--- src/rtl/seg7_scan_decoder.sv ---
// seg7_scan_decoder
// Passive monitor for an 8-digit, common-anode, multiplexed 7-segment bus.
// It samples the seg/sel pins, waits for each digit to settle, and
// inverse-decodes the pattern to a hex nibble plus a decimal-point bit.
// Once all eight digits are captured, it publishes the 32-bit value.
//
// Output handshake: frame_valid is a single-cycle strobe with no ready.
// data_out and dot_out change only on that strobe and hold until the next
// one. code_err and sel_err are also independent single-cycle strobes.
module seg7_scan_decoder #(
  parameter int CLK_FREQ   = 50_000_000,
  parameter int SETTLE_CYC = 4,
  parameter int TIMEOUT_MS = 20
) (
  input  logic        sys_clk,
  input  logic        sys_rst,
  input  logic [7:0]  seg_in,
  input  logic [7:0]  sel_in,
  output logic [31:0] data_out,
  output logic [7:0]  dot_out,
  output logic        frame_valid,
  output logic        stale,
  output logic        code_err,
  output logic        sel_err
);

  localparam int TO_CYC = CLK_FREQ / 1000 * TIMEOUT_MS;
  localparam int TO_W   = (TO_CYC > 2) ? $clog2(TO_CYC) : 1;
  localparam logic [TO_W-1:0] TO_LIMIT = TO_W'(TO_CYC - 1);
  localparam logic [TO_W-1:0] TO_ONE   = TO_W'(1);
  // The counter saturates at SETTLE_CYC-1.
  // The settled event fires on the cycle the counter steps into that value.
  localparam logic [7:0] SETTLE_MAX = 8'(SETTLE_CYC - 1);
  localparam logic [7:0] SETTLE_PRE = 8'(SETTLE_CYC - 2);

  logic [7:0]      seg_s1, sel_s1, seg_s2, sel_s2, seg_prev, sel_prev;
  logic [7:0]      settle_cnt;
  logic            armed;
  logic            changed, settled;
  logic [7:0]      sel_low;
  logic            sel_none, sel_one, sel_multi;
  logic [2:0]      sel_idx;
  logic [3:0]      glyph_nib;
  logic            glyph_ok;
  logic            cap_legal, cap_bad_glyph, cap_bad_sel;
  logic [31:0]     shadow;
  logic [7:0]      dshadow, seen;
  logic            frame_done;
  logic [TO_W-1:0] to_cnt;

  // Two-flop input synchronizer plus a copy of the previous s2 sample.
  // The synchronizer resets to the idle (blank) bus level.
  always_ff @(posedge sys_clk) begin
    if (sys_rst) begin
      seg_s1   <= 8'hFF;
      sel_s1   <= 8'hFF;
      seg_s2   <= 8'hFF;
      sel_s2   <= 8'hFF;
      seg_prev <= 8'hFF;
      sel_prev <= 8'hFF;
    end else begin
      seg_s1   <= seg_in;
      sel_s1   <= sel_in;
      seg_s2   <= seg_s1;
      sel_s2   <= sel_s1;
      seg_prev <= seg_s2;
      sel_prev <= sel_s2;
    end
  end

  // Change detection and the settled event for the current dwell.
  always_comb begin
    changed = ({seg_s2, sel_s2} != {seg_prev, sel_prev});
    settled = armed && !changed && (settle_cnt == SETTLE_PRE);
  end

  // Settle counter: restarts on any change, saturates once settled.
  always_ff @(posedge sys_clk) begin
    if (sys_rst) begin
      settle_cnt <= 8'd0;
    end else if (changed) begin
      settle_cnt <= 8'd0;
    end else if (settle_cnt != SETTLE_MAX) begin
      settle_cnt <= settle_cnt + 8'd1;
    end
  end

  // Armed flag: one capture per dwell, re-armed by any pattern change.
  always_ff @(posedge sys_clk) begin
    if (sys_rst) begin
      armed <= 1'b1;
    end else if (changed) begin
      armed <= 1'b1;
    end else if (settled) begin
      armed <= 1'b0;
    end
  end

  // Digit-select classification: blank, exactly one digit, or several.
  always_comb begin
    sel_low   = ~sel_s2;
    sel_none  = (sel_low == 8'd0);
    sel_multi = ((sel_low & (sel_low - 8'd1)) != 8'd0);
    sel_one   = !sel_none && !sel_multi;
    sel_idx   = 3'd0;
    for (int i = 0; i < 8; i++) begin
      if (sel_low[i]) sel_idx = 3'(i);
    end
  end

  // Inverse glyph table (gfedcba, active-low) to a hex nibble.
  always_comb begin
    glyph_nib = 4'h0;
    glyph_ok  = 1'b1;
    case (seg_s2[6:0])
      7'h40: glyph_nib = 4'h0;
      7'h79: glyph_nib = 4'h1;
      7'h24: glyph_nib = 4'h2;
      7'h30: glyph_nib = 4'h3;
      7'h19: glyph_nib = 4'h4;
      7'h12: glyph_nib = 4'h5;
      7'h02: glyph_nib = 4'h6;
      7'h78: glyph_nib = 4'h7;
      7'h00: glyph_nib = 4'h8;
      7'h10: glyph_nib = 4'h9;
      7'h08: glyph_nib = 4'hA;
      7'h03: glyph_nib = 4'hB;
      7'h46: glyph_nib = 4'hC;
      7'h21: glyph_nib = 4'hD;
      7'h06: glyph_nib = 4'hE;
      7'h0E: glyph_nib = 4'hF;
      default: glyph_ok = 1'b0;
    endcase
  end

  // Outcome of a settled pattern; a blanked bus produces none of these.
  always_comb begin
    cap_legal     = settled && sel_one && glyph_ok;
    cap_bad_glyph = settled && sel_one && !glyph_ok;
    cap_bad_sel   = settled && sel_multi;
    frame_done    = (seen == 8'hFF);
  end

  // Per-digit shadow registers for nibble and decimal point.
  always_ff @(posedge sys_clk) begin
    if (sys_rst) begin
      shadow  <= 32'd0;
      dshadow <= 8'd0;
    end else if (cap_legal) begin
      shadow[{sel_idx, 2'b00} +: 4] <= glyph_nib;
      dshadow[sel_idx]              <= ~seg_s2[7];
    end
  end

  // Seen mask: cleared as the frame is published, set by each legal capture.
  always_ff @(posedge sys_clk) begin
    if (sys_rst) begin
      seen <= 8'd0;
    end else begin
      seen <= (frame_done ? 8'd0 : seen) | (cap_legal ? (8'd1 << sel_idx) : 8'd0);
    end
  end

  // Published frame plus the error strobes, registered one cycle after the event.
  always_ff @(posedge sys_clk) begin
    if (sys_rst) begin
      data_out    <= 32'd0;
      dot_out     <= 8'd0;
      frame_valid <= 1'b0;
      code_err    <= 1'b0;
      sel_err     <= 1'b0;
    end else begin
      frame_valid <= frame_done;
      code_err    <= cap_bad_glyph;
      sel_err     <= cap_bad_sel;
      if (frame_done) begin
        data_out <= shadow;
        dot_out  <= dshadow;
      end
    end
  end

  // Frame timeout: a completed frame restarts it; staying at the limit marks the bus stale.
  always_ff @(posedge sys_clk) begin
    if (sys_rst) begin
      to_cnt <= '0;
      stale  <= 1'b1;
    end else if (frame_done) begin
      to_cnt <= '0;
      stale  <= 1'b0;
    end else begin
      if (to_cnt != TO_LIMIT) to_cnt <= to_cnt + TO_ONE;
      if (to_cnt == TO_LIMIT) stale  <= 1'b1;
    end
  end

endmodule

--- config.mk ---
export PLATFORM = sky130hd
export DESIGN_NAME = seg7_scan_decoder
export DESIGN_NICKNAME = d
export VERILOG_FILES = /design/src/rtl/seg7_scan_decoder.sv
export SDC_FILE = /design/constraint.sdc
export NUM_CORES = 1
export LEC_CHECK = 0
export CAP_MARGIN = 5
export CELL_PAD_IN_SITES_DETAIL_PLACEMENT = 1
export CELL_PAD_IN_SITES_GLOBAL_PLACEMENT = 2
export CORE_ASPECT_RATIO = 1.75
export CORE_MARGIN = 3
export CORE_UTILIZATION = 39
export DETAILED_ROUTE_END_ITERATION = 10
export DONT_BUFFER_PORTS = 1
export HOLD_SLACK_MARGIN = 0.03
export PLACE_DENSITY_LB_ADDON = 0.1
export SETUP_SLACK_MARGIN = 0.02
export SKIP_LAST_GASP = 1
export SLEW_MARGIN = 15
export SYNTH_ARGS = -nofsm -noshare
export SYNTH_HDL_FRONTEND = slang
export SYNTH_SLANG_ARGS = --single-unit
--- constraint.sdc ---
create_clock -name sys_clk -period 4.35 [get_ports sys_clk]
set_input_delay 0.2175 -clock sys_clk [delete_from_list [all_inputs] [get_ports sys_clk]]
set_output_delay 0.2175 -clock sys_clk [all_outputs]
set_load 0.1 [all_outputs]
==> metrics.md, run 1 <==
| Metric | Value |
|---|---|
| CP Capture Type | flip-flop |
| Accumulated negative setup slack | 0 ns |
| Buffer and inverter count on the worst path | 0 |
| Net Count, Synth | 790 |
| Internal Power | 2390 µW |
| Die Span Y | approximately 180 µm |
| Post-synth top flop | sky130_fd_sc_hd__dfxtp_1 |
| Via count of the first global-routing pass | ~5,600 |
| Nature of the critical path startpoint | flip-flop |
| Initial Util | 0.398 |
| Share of flip-flops with an asynchronous set or reset after synthesis | 0 |
| Clock tree from TritonCTS | built |
| Proportion of layout cells with a drive suffix above 1 | 0.142 |
| Routed vias/inst | about 5.2 |
| Final setup skew | 0.0136 ns |
| Top library cells by usage in the layout, fill and taps aside | sky130_fd_sc_hd__dfxtp_1, sky130_fd_sc_hd__nand2_1, sky130_fd_sc_hd__a21oi_1 |
| Number of max-slew violations in the final report | 0 |
| Slew at the pin closest to its max-slew limit | 0.998 ns |
| R2R Setup Slk | 1.07 ns |
| Max-cap viol count | 0 |
| Maximum clock rate | 0.305 GHz |
| Maximum number of buffers from clock root to sink | 2 |
| Hold Crit Endpoint | shadow[17]$_SDFFE_PP0P_ |
| Final wirelength | 17,100 µm |
| Flop and latch count out of synthesis | 169 |
| Post-synthesis instance area | ~7000 µm² |
| Slowest cell delay on critical path | 0.49 ns |
| Sequential share of power | 0.505 |
| Number of endpoints failing setup at the final stage | 0 |
| Number of routed nets with antenna violations | 0 |
| Share of the clock period used by the worst path after layout | 0.755 |
| Count of final hold-check violations | 0 |
| Final instance area | 7830 µm² |
| Tightest Hold Check Type | primary input to flip-flop |
| Dpl cells | 948 |
| Cell type group with the largest total delay on the critical path | simple AND/OR/NAND/NOR gates |
| Most common cell after layout, fill and taps aside | sky130_fd_sc_hd__dfxtp_1 |
| Number of diodes | 0 |
| Worst path slowest cell | sky130_fd_sc_hd__dfxtp_1 |
| GR Util All Layers | 0.183 |
| Critical path cell sequence | nand2b_1, a21boi_0, o21ai_1, and2_1, ha_1, ha_1, nand2b_1, or3_1, nor4_2, mux2_1 |
| Post-cts resize count | 0 |
| Cell area power density | 403 nW/µm² |
| NetSw | 762 µW |
| Type of the setup path with the least slack | flip-flop to flip-flop |
| Depth of the worst register-to-register path | 10 |
| Clock H-tree levels | 4 |
| Worst relative slew slack | 0.334 |
| Clock latency on the worst-skew pair | 0.43 ns |
| Reg clk slew, reported paths | around 0.07 ns |
| Unrepaired setup endpoints after global routing | no |
| Switching part of the total | 0.242 |
| Post-layout util | 0.447 |
| Pleak | approximately 0.0028 µW |
| Quantity of hold-fixing buffers added after cts | 18 |
| Post-synthesis sequential area ratio | 0.485 |
| Layout fillers | 1,997 |
| Power after layout | between 3000 and 4000 µW |
| Fin nets | just under 800 |
| Number of DRC markers after the initial detailed-route iteration | 127 |
| Number of clock sinks seen by CTS | 169 |
| Sum of net half-perimeters after detailed placement | 11,700 µm |
| Launching instance or port of the critical path | sel_s2[2]$_SDFF_PP1_ |
| Core Box Area | approximately 18,000 µm² |
| Outcome | finished, final reports clean |
| Data required, critical path | between 4 and 5 ns |
| Maximum number of pins on one net before global-route repair | 121 |
| YS warnings | 0 |
| Number of antenna violations at the first check in global routing | 0 |
| Destination of the worst register-to-register timing path | shadow[19]$_SDFFE_PP0P_ |
| Final cell count without fillers | 998 |
| Detailed-route DRC error count | 0 |
| Count of distinct cell types in the synthesized netlist | 61 |
| Avg Cell Area, Syn | about 9 µm² |
| Hold Path Stages | 2 |
| Biggest fanout along the worst timing path | 9 |
| Logic gate share of total power | 0.048 |
| Port Buffers | 0 |
| Number of enable flip-flop cells after synthesis | 0 |
| Startpoint of the most critical register-to-register path | sel_s2[2]$_SDFF_PP1_ |
| Wire length of the first global-routing pass | 28,300 µm |
| Buffers inserted during post-CTS setup optimization | 0 |
| Launch point of the worst hold path | sys_rst |
| Area of the die | 19,600 µm² |
| Floorplan die width | 107 µm |
| VDD IR-drop max | about 0.25 mV |
| GRT Residual Overflow | 0 |
| Area added between synthesis and finish | 12.3% |
| Root buf cell | sky130_fd_sc_hd__clkbuf_16 |
| Instance area after placement | 7090 µm² |
| Drt wl/cell | 17.1 µm |
| Count of vias placed by the detailed router | 5,227 |
| Arr. time, crit path | 3.59 ns |
| Global placer's final weighted congestion | 0.772 |
| 1st-pass router iterations | 4 |
| Std-Cell Rows | 64 |
| Time the final worst path needs with I/O delays and setup | 3.28 ns |
| Top-level I/O count | 62 |
| CTS Buf Count | 17 |
| Part of the power in the clock network | 0.447 |
| Number of cells produced by synthesis | 763 |
synth_stat cells, drive strengths merged (13+ instances only):
cell	n	area, µm²
dfxtp	169	3380
nand2	103	389
xnor2	26	228
nor3	13	65.1
or2	53	332
a21oi	58	290
nor2b	17	106
mux2	16	195
mux2i	25	250
nand2b	33	206
nand4	26	163
nand3	24	125
nor2	36	135
clkbuf	43	161
flip-flops by register name, indices dropped and copies added, names as in the netlist:
register     cells
seg_s2           8
sel_err          1
armed            1
sel_prev         8
dot_out          8
sel_s2           8
seg_prev         8
sel_s1           8
to_cnt          20
dshadow          8
stale            1
settle_cnt       8
frame_valid      1
shadow          32
code_err         1
data_out        32
seen             8
seg_s1           8
per-stage QoR:
step                      setup WS, ns  hold WS, ns
after floorplan                   1.31        0.321
after global placement            1.21        0.321
after detailed placement          1.12        0.324
after CTS                         1.10       0.0416
after global routing             0.799       0.0542
final                             1.07       0.0705
area by class of cell:
type	count	area (µm²)	share of cell area
Clock buffer	18	439	0.0561
Clock inverter	14	110	0.0141
Sequential cell	169	3380	0.432
Multi-Input combinational cell	533	3340	0.427
Timing Repair Buffer	22	228	0.0291
Tap cell	231	289	0.0369
Inverter	11	41.3	0.00527
power by group through the flow:
stage / Sequential (µW) / Clock (µW) / Combinational, µW
after floorplan: 1610 / 0 / 123
after global placement: 1620 / 0 / 119
after detailed placement: 1630 / 0 / 122
after CTS: 1590 / 1460 / 154
after global routing: 1590 / 1520 / 170
final: 1590 / 1410 / 152
how the worst max path moves through the flow:
stage	endpoint	depth (start not counted)	slack [ns]
global route	shadow[19]$_SDFFE_PP0P_	10	0.80
floorplan	shadow[10]$_SDFFE_PP0P_	11	1.31
CTS	shadow[19]$_SDFFE_PP0P_	10	1.10
finish	shadow[19]$_SDFFE_PP0P_	10	1.07
detailed placement	shadow[17]$_SDFFE_PP0P_	10	1.12
global placement	shadow[18]$_SDFFE_PP0P_	10	1.21
cell families after synthesis:
kind of cell | count (synthesis) | synth area share
compound gates | 91 | 0.0764
xor+xnor | 37 | 0.0465
fa+ha+maj | 10 | 0.0176
buf+inv | 61 | 0.0361
flops | 169 | 0.485
mux | 41 | 0.0639
simple gates | 354 | 0.274
routing by layer:
| metal | global-route usage | up-vias | routed length [µm] |
|---|---|---|---|
| met3 | 0.0366 | 34 | 467 |
| met1 | 0.186 | 2527 | 6450 |
| met5 | 0 | - | 0 |
| li1 | - | 2579 | - |
| met2 | 0.351 | 87 | 9620 |
| met4 | 0.0824 | 0 | 529 |
Power figures use the tool's default switching activity.
==> run 2: changes to the inputs <==
Clock period 4.35 ns to 3.1 ns, I/O delays scaled along.
==> run 2 against run 1 <==
  * Die area did not move
  * Cell count rose by 4.0%
  * Design area rose by 3.8%
  * Clock power up 37%
  * Clock-buffer cell count unchanged
  * Non-clock buffer count increased by 40
  * Routed wire length grew 5.4%
  * Sequential power is 40% higher
  * First-iteration DRC count up 40%
  * Utilization grew 1.7 points
==> metrics.md, run 2 (synthesis results as in run 1) <==
| Metric | Value |
|---|---|
| Worst Slack Setup Final | 0.204 ns (was 1.07 ns) |
| Number of clock sinks seen by CTS | 169 (unchanged) |
| Top-level I/O count | 62 (unchanged) |
| Launch point of the worst hold path | sys_rst (unchanged) |
| Port Buffers | 0 (unchanged) |
| Detailed-route DRC error count | 0 (unchanged) |
| Number of antenna violations at the first check in global routing | 0 (unchanged) |
| Power after layout | 4390 µW (was 3150 µW) |
| Maximum clock rate | 0.345 GHz (was 0.305 GHz) |
| Global-route layer with the greatest usage | met2 (unchanged) |
| Maximum number of buffers from clock root to sink | 2 (unchanged) |
| Via count of the first global-routing pass | 5,764 (was 5,637) |
| Area of the multi-input gates | 3340 µm² (unchanged) |
| Std-Cell Rows | 64 (unchanged) |
| Pleak | 0.00295 µW (was 0.00277 µW) |
| Share of the clock period used by the worst path after layout | 0.934 (was 0.755) |
| Most common cell after layout, fill and taps aside | sky130_fd_sc_hd__dfxtp_1 (unchanged) |
| Number of routed nets with antenna violations | 0 (unchanged) |
| Biggest fanout along the worst timing path | 10 (was 9) |
| Data required, critical path | 3.40 ns (was 4.66 ns) |
| Global Route met1 Usage | 0.193 (was 0.186) |
| Root buf cell | sky130_fd_sc_hd__clkbuf_16 (unchanged) |
| Max-cap viol count | 0 (unchanged) |
| Core Box Area | 17,500 µm² (unchanged) |
| Number of max-slew violations in the final report | 0 (unchanged) |
| CTS Buf Count | 17 (unchanged) |
| Critical path cell sequence | nand2_1, a31o_2, inv_1, ha_1, ha_1, nand2b_1, or3_1, nor4_2, buf_4, mux2_1 (was nand2b_1, a21boi_0, o21ai_1, and2_1, ha_1, ha_1, nand2b_1, or3_1, nor4_2, mux2_1) |
| Accumulated negative setup slack | 0 ns (unchanged) |
| Launching instance or port of the critical path | sel_s2[7]$_SDFF_PP1_ (was sel_s2[2]$_SDFF_PP1_) |
| Reg clk slew, reported paths | 0.07 ns (about the same) |
| VDD IR-drop max | 0.315 mV (was 0.253 mV) |
| Worst relative slew slack | 0.330 (was 0.334) |
| Instance area after placement | 7400 µm² (was 7090 µm²) |
| Drt wl/cell | 17.3 µm (was 17.1 µm) |
| Slew at the pin closest to its max-slew limit | 1.00 ns (was 0.998 ns) |
| Global placer's final weighted congestion | 0.792 (was 0.772) |
| Cell area power density | 541 nW/µm² (was 403 nW/µm²) |
| Worst path slowest cell | sky130_fd_sc_hd__dfxtp_1 (unchanged) |
| Type of the setup path with the least slack | flip-flop to flip-flop (unchanged) |
| Outcome | finished, final reports clean (unchanged) |
| Layout fillers | 2,015 (was 1,997) |
| Area added between synthesis and finish | 16.5% (was 12.3%) |
| GR Util All Layers | 0.189 (was 0.183) |
| Top Registers | data_out: 32 flops, shadow: 32 flops, to_cnt: 20 flops (unchanged) |
| Final instance area | 8130 µm² (was 7830 µm²) |
| Initial Util | 0.398 (unchanged) |
| Area of the die | 19,600 µm² (unchanged) |
| Final wirelength | 18,000 µm (was 17,100 µm) |
| Area of all sequential standard cells | 3380 µm² (unchanged) |
| Startpoint of the most critical register-to-register path | sel_s2[7]$_SDFF_PP1_ (was sel_s2[2]$_SDFF_PP1_) |
| Dominant cell type by count on the critical path | sky130_fd_sc_hd__ha_1 |
| Top library cells by usage in the layout, fill and taps aside | sky130_fd_sc_hd__dfxtp_1, sky130_fd_sc_hd__nand2_1, sky130_fd_sc_hd__a21oi_1 (unchanged) |
| Tightest Hold Check Type | primary input to flip-flop (unchanged) |
| Sum of net half-perimeters after detailed placement | 12,700 µm (was 11,700 µm) |
| Fin nets | 821 (was 781) |
| Clock tree from TritonCTS | built (unchanged) |
| Time the final worst path needs with I/O delays and setup | 2.90 ns (was 3.28 ns) |
| Number of DRC markers after the initial detailed-route iteration | 178 (was 127) |
| GRT Residual Overflow | 0 (unchanged) |
| Clock latency on the worst-skew pair | 0.42 ns (was 0.43 ns) |
| Count of final hold-check violations | 0 (unchanged) |
| Die Span Y | 183 µm (unchanged) |
| Met2 Usage GRT | 0.370 (was 0.351) |
| Met3 usage | 0.0335 (was 0.0366) |
| Number of endpoints failing setup at the final stage | 0 (unchanged) |
| Wire length of the first global-routing pass | 29,300 µm (was 28,300 µm) |
| Pre-CTS worst setup slack | 0.252 ns (was 1.12 ns) |
| Clock H-tree levels | 4 (unchanged) |
| Routed vias/inst | 5.21 (was 5.24) |
| Maximum number of pins on one net before global-route repair | 136 (was 121) |
| 1st-pass router iterations | 4 (unchanged) |
| Unrepaired setup endpoints after global routing | no (unchanged) |
| Post-cts resize count | 0 (unchanged) |
| Proportion of layout cells with a drive suffix above 1 | 0.183 (was 0.142) |
| Number of diodes | 0 (unchanged) |
| Arr. time, crit path | 3.20 ns (was 3.59 ns) |
| Slowest cell delay on critical path | 0.53 ns (was 0.49 ns) |
| Floorplan die width | 107 µm (unchanged) |
| Count of vias placed by the detailed router | 5,408 (was 5,227) |
| Nature of the critical path startpoint | flip-flop (unchanged) |
| Final setup skew | 0.00767 ns (was 0.0136 ns) |
| CP Capture Type | flip-flop (unchanged) |
==> run 2: changes by cell type in the layout (fill, tap and decap cells not counted), sizes merged <==
cell,delta
buf,+40
clkinv,+3
clkinvlp,+3
inv,-6
==> run 2: critical path, delay by kind of cell, from the launching register on <==
kind | cells | cell delay, ns
AOI/OAI and AO/OA | 1 | 0.27
adders and majority gates | 2 | 0.48
muxes | 1 | 0.32
buffers and inverters | 2 | 0.27
and+or+nand+nor | 4 | 0.90
DFF | 1 | 0.53
==> run 2: layout make-up <==
type | instances | share of cell area
repair buffers | 62 | 0.0665
flip-flops and latches | 169 | 0.416
clock inverters | 14 | 0.0126
multi-input cells | 533 | 0.411
well taps | 231 | 0.0356
clock buffers | 18 | 0.0528
inverters | 11 | 0.00508
==> run 2: metal layers <==
layer	routed length [µm]	vias up
li1	-	2654
met1	6820	2646
met2	10300	78
met3	386	30
met4	503	0
met5	0	-
==> run 2: metrics by stage <==
stage | std cells | utilization | hold slack (ns)
final | 1038 | 0.463 | 0.0443
after global routing | 1038 | 0.463 | 0.0362
after CTS | 1038 | 0.463 | 0.0399
after detailed placement | 988 | 0.422 | 0.257
after global placement | 988 | 0.422 | 0.246
after floorplan | 763 | - | 0.259
==> run 2: power by group <==
part           total [µW]  internal [µW]  leakage (µW)  switching, µW
combinational         244            104       0.00133            139
sequential           2220           2200       0.00137           23.9
clock                1930           1030      0.000252            900
total                4390           3330       0.00295           1060
==> run 2: path summary, 6_finish.rpt <==
check / end / slack, ns / depth (start not counted)
setup / recovery: shadow[16]$_SDFFE_PP0P_ / 0.20 / 10
hold / removal: seg_prev[7]$_SDFF_PP1_ / 0.04 / 1
setup reg to reg: shadow[16]$_SDFFE_PP0P_ / 0.20 / 10
hold reg to reg: seg_s2[6]$_SDFF_PP1_ / 0.41 / 1
==> run 2: what timing repair did <==
action / CTS / global route
hold buffers: 18 / 0
setup buffers: 0 / 0
endpoints found under the hold margin: 135 / 0
==> run 3: changes to the inputs <==
Settings changed: ABC_AREA set to 1, CORE_UTILIZATION 39 to 37.
==> run 3 against run 2 <==
  * Power rose by 2.8%
  * Highest routed layer unchanged
  * Non-clock buffer count fell by 39
  * Maximum frequency up 10%
  * Clock-buffer cell count decreased by 1
  * Critical endpoint is now shadow[2]$_SDFFE_PP0P_
  * Clock power increased by 6%
  * Critical path depth increased by 3
  * Cell count up 15%
  * Utilization down 2.8 points
  * Synthesized cell count increased by 21%
  * Design area shrank 2.4%
  * Register-to-register slack better by 0.27 ns
==> metrics.md, run 3 <==
| Metric | Value |
|---|---|
| Hold Path Stages | 3 (was 1) |
| Drt wl/cell | 14.9 µm (was 17.3 µm) |
| Switching part of the total | 0.248 (was 0.242) |
| Slew at the pin closest to its max-slew limit | 1.00 ns (about the same) |
| Clock latency on the worst-skew pair | 0.44 ns (was 0.42 ns) |
| Destination of the worst register-to-register timing path | shadow[2]$_SDFFE_PP0P_ (was shadow[16]$_SDFFE_PP0P_) |
| Count of distinct cell types in the synthesized netlist | 38 (was 61) |
| Critical path cell sequence | inv_1, o21ai_1, nand2_1, nand3_1, nand2_2, ha_1, ha_1, inv_1, nor3_1, nand4_1, nand2_1, nand2_1, nor2_1 (was nand2_1, a31o_2, inv_1, ha_1, ha_1, nand2b_1, or3_1, nor4_2, buf_4, mux2_1) |
| Post-layout util | 0.435 (was 0.463) |
| Hold Crit Endpoint | sel_prev[1]$_SDFF_PP1_ (was seg_prev[7]$_SDFF_PP1_) |
| Via count of the first global-routing pass | 6,305 (was 5,764) |
| Launch point of the worst hold path | sys_rst (unchanged) |
| Most common cell after layout, fill and taps aside | sky130_fd_sc_hd__nand2_1 (was sky130_fd_sc_hd__dfxtp_1) |
| Fin nets | 969 (was 821) |
| R2R Setup Slk | 0.47 ns (was 0.20 ns) |
| GRT Residual Overflow | 0 (unchanged) |
| Cell area power density | 569 nW/µm² (was 541 nW/µm²) |
| Number of routed nets with antenna violations | 0 (unchanged) |
| Detailed-route DRC error count | 0 (unchanged) |
| Tightest Hold Check Type | primary input to flip-flop (unchanged) |
| Startpoint of the most critical register-to-register path | sel_s2[2]$_SDFF_PP1_ (was sel_s2[7]$_SDFF_PP1_) |
| Std-Cell Rows | 65 (was 64) |
| Arr. time, crit path | 3.00 ns (was 3.20 ns) |
| Depth of the worst register-to-register path | 13 (was 10) |
| GR Util All Layers | 0.185 (was 0.189) |
| Max-cap viol count | 0 (unchanged) |
| Count of final hold-check violations | 0 (unchanged) |
| Outcome | finished, final reports clean (unchanged) |
| Share of the clock period used by the worst path after layout | 0.848 (was 0.934) |
| NetSw | 1120 µW (was 1060 µW) |
| Maximum clock rate | 0.380 GHz (was 0.345 GHz) |
| Flop and latch count out of synthesis | 169 (unchanged) |
| Number of max-slew violations in the final report | 0 (unchanged) |
| Initial Util | 0.382 (was 0.398) |
| Dominant cell type by count on the critical path | sky130_fd_sc_hd__nand2_1 (was sky130_fd_sc_hd__ha_1) |
| Sum of net half-perimeters after detailed placement | 13,200 µm (was 12,700 µm) |
| CP Capture Type | flip-flop (unchanged) |
| Buffers inserted during post-CTS setup optimization | 0 (unchanged) |
| Wire length of the first global-routing pass | 30,100 µm (was 29,300 µm) |
| Number of antenna violations at the first check in global routing | 0 (unchanged) |
| Post-synthesis sequential area ratio | 0.487 (was 0.485) |
| Net Count, Synth | 951 (was 790) |
| Maximum number of pins on one net before global-route repair | 54 (was 136) |
| Number of endpoints failing setup at the final stage | 0 (unchanged) |
| Cell type with the highest aggregate area in the netlist | sky130_fd_sc_hd__dfxtp_1 (unchanged) |
| Most common cell in the synthesized netlist | sky130_fd_sc_hd__nand2_1 (was sky130_fd_sc_hd__dfxtp_1) |
| Internal Power | 3400 µW (was 3330 µW) |
| Number of diodes | 0 (unchanged) |
| Unrepaired setup endpoints after global routing | no (unchanged) |
| Top-level I/O count | 62 (unchanged) |
| Sequential share of power | 0.492 (was 0.506) |
| Worst relative slew slack | 0.333 (was 0.330) |
| Accumulated negative setup slack | 0 ns (unchanged) |
| VDD IR-drop max | 0.401 mV (was 0.315 mV) |
| Die Span Y | 187 µm (was 183 µm) |
| Logic gate share of total power | 0.056 (was 0.055) |
| Clock H-tree levels | 4 (unchanged) |
| Global placer's final weighted congestion | 0.859 (was 0.792) |
| Port Buffers | 0 (unchanged) |
| Avg Cell Area, Syn | 7.53 µm² (was 9.14 µm²) |
| Part of the power in the clock network | 0.452 (was 0.439) |
| 1st-pass router iterations | 4 (unchanged) |
| Post-synthesis instance area | 6950 µm² (was 6970 µm²) |
| YS warnings | 0 (unchanged) |
| Count of vias placed by the detailed router | 5,847 (was 5,408) |
| Post-cts resize count | 0 (unchanged) |
| Area of the die | 20,500 µm² (was 19,600 µm²) |
| Number of enable flip-flop cells after synthesis | 0 (unchanged) |
| Top post-synthesis cells by area | sky130_fd_sc_hd__dfxtp_1, sky130_fd_sc_hd__nand2_1, sky130_fd_sc_hd__nor2_1, sky130_fd_sc_hd__inv_1, sky130_fd_sc_hd__nand3_1 (was sky130_fd_sc_hd__dfxtp_1, sky130_fd_sc_hd__nand2_1, sky130_fd_sc_hd__or2_2, sky130_fd_sc_hd__a21oi_1, sky130_fd_sc_hd__mux2i_1) |
| Most numerous cell types in the synthesized netlist | sky130_fd_sc_hd__nand2_1, sky130_fd_sc_hd__dfxtp_1, sky130_fd_sc_hd__nor2_1 (was sky130_fd_sc_hd__dfxtp_1, sky130_fd_sc_hd__nand2_1, sky130_fd_sc_hd__a21oi_1) |
| Number of DRC markers after the initial detailed-route iteration | 205 (was 178) |
| Slowest cell delay on critical path | 0.39 ns (was 0.53 ns) |
| Maximum number of buffers from clock root to sink | 2 (unchanged) |
| Clock tree from TritonCTS | built (unchanged) |
| Fraction of post-synthesis cell area in the top cell type by area | 0.487 (was 0.485) |
| Routed vias/inst | 4.92 (was 5.21) |
| Time the final worst path needs with I/O delays and setup | 2.63 ns (was 2.90 ns) |
| Root buf cell | sky130_fd_sc_hd__clkbuf_16 (unchanged) |
| Proportion of layout cells with a drive suffix above 1 | 0.116 (was 0.183) |
| Floorplan die width | 110 µm (was 107 µm) |
| CTS Buf Count | 17 (unchanged) |
| Quantity of hold-fixing buffers added after cts | 18 (unchanged) |
| Biggest fanout along the worst timing path | 7 (was 10) |
| Number of clock sinks seen by CTS | 169 (unchanged) |
| Type of the setup path with the least slack | flip-flop to flip-flop (unchanged) |
| Data required, critical path | 3.47 ns (was 3.40 ns) |
| Share of flip-flops with an asynchronous set or reset after synthesis | 0 (unchanged) |
| Final wirelength | 17,700 µm (was 18,000 µm) |
| Core Box Area | 18,200 µm² (was 17,500 µm²) |
| Nature of the critical path startpoint | flip-flop (unchanged) |
| Reg clk slew, reported paths | 0.07 ns (about the same) |
| Power after layout | 4520 µW (was 4390 µW) |
| Pleak | 0.00347 µW (was 0.00295 µW) |
| Top library cells by usage in the layout, fill and taps aside | sky130_fd_sc_hd__nand2_1, sky130_fd_sc_hd__dfxtp_1, sky130_fd_sc_hd__nor2_1 (was sky130_fd_sc_hd__dfxtp_1, sky130_fd_sc_hd__nand2_1, sky130_fd_sc_hd__a21oi_1) |
| Worst path slowest cell | sky130_fd_sc_hd__dfxtp_1 (unchanged) |
| Final setup skew | 0.0101 ns (was 0.00767 ns) |
| Top Registers | data_out: 32 flops, shadow: 32 flops, to_cnt: 20 flops (unchanged) |
| Number of cells produced by synthesis | 924 (was 763) |
| Area added between synthesis and finish | 14.0% (was 16.5%) |
| Post-synth top flop | sky130_fd_sc_hd__dfxtp_1 (unchanged) |
==> run 3: cell types whose count changed after synthesis, sizes merged, moves of 33 or more <==
cell,change
inv,+97
nand2,+130
nor2,+79
nand3,+34
nand2b,-33
o21ai,+40
==> run 3: cell families after synthesis <==
group,Yosys count,share of synthesized area
and+or+nand+nor,490,0.318
DFF,169,0.487
buffers and inverters,134,0.0754
AOI/OAI and AO/OA,115,0.0948
adders and majority gates,9,0.0162
xor gates and xnor gates,7,0.00882
==> run 3: layer usage <==
metal  global-route usage  wire length [µm]  vias up
met5                    0                 0        -
met1                0.203              7180     2754
li1                     -                 -     2989
met3               0.0363               580       22
met4               0.0691               347        0
met2                0.340              9630       82
==> run 3: worst max-delay path by stage <==
stage / slack (ns) / startpoint / cells past startpoint / endpoint
2_1_floorplan: 0.98 / sel_s2[2]$_SDFF_PP1_ / 13 / shadow[1]$_SDFFE_PP0P_
3_3_place_gp: 0.70 / sel_s2[2]$_SDFF_PP1_ / 13 / shadow[1]$_SDFFE_PP0P_
3_5_place_dp: 0.48 / sel_s2[2]$_SDFF_PP1_ / 13 / shadow[2]$_SDFFE_PP0P_
4_1_cts: 0.45 / sel_s2[2]$_SDFF_PP1_ / 13 / shadow[2]$_SDFFE_PP0P_
5_1_grt: 0.24 / sel_s2[2]$_SDFF_PP1_ / 13 / shadow[2]$_SDFFE_PP0P_
6_report: 0.47 / sel_s2[2]$_SDFF_PP1_ / 13 / shadow[2]$_SDFFE_PP0P_
==> run 3: cell type report <==
class / count / area [µm²]
well taps: 234 / 293
multi-input cells: 621 / 3050
flip-flops and latches: 169 / 3380
clock inverters: 15 / 140
repair buffers: 23 / 228
inverters: 110 / 414
fillers: 2270 / 10300
clock buffers: 17 / 425
==> run 3: metrics by stage <==
step	worst slack, ns	cells	hold slack, ns	instance area, µm²
after CTS	0.455	1189	0.191	7930
after global routing	0.241	1189	0.234	7930
after floorplan	0.979	924	0.259	6950
after global placement	0.695	1139	0.232	7170
final	0.471	1189	0.201	7930
after detailed placement	0.479	1139	0.235	7170
==> run 3: power by group through the flow <==
stage	Clock (µW)	Combinational [µW]	Sequential (µW)
after floorplan	0	180	2260
after global placement	0	221	2270
after detailed placement	0	230	2270
after CTS	2100	260	2220
after global routing	2220	291	2220
final	2040	254	2220
==> run 3: worst max-delay path: cells and delay by family, from the launching register on <==
kind | cells | cell delay [ns]
flip-flops | 1 | 0.39
buffers and inverters | 2 | 0.21
AO/OA/AOI/OAI | 1 | 0.19
AND/OR/NAND/NOR | 8 | 1.19
adder cells (fa/ha/maj) | 2 | 0.60
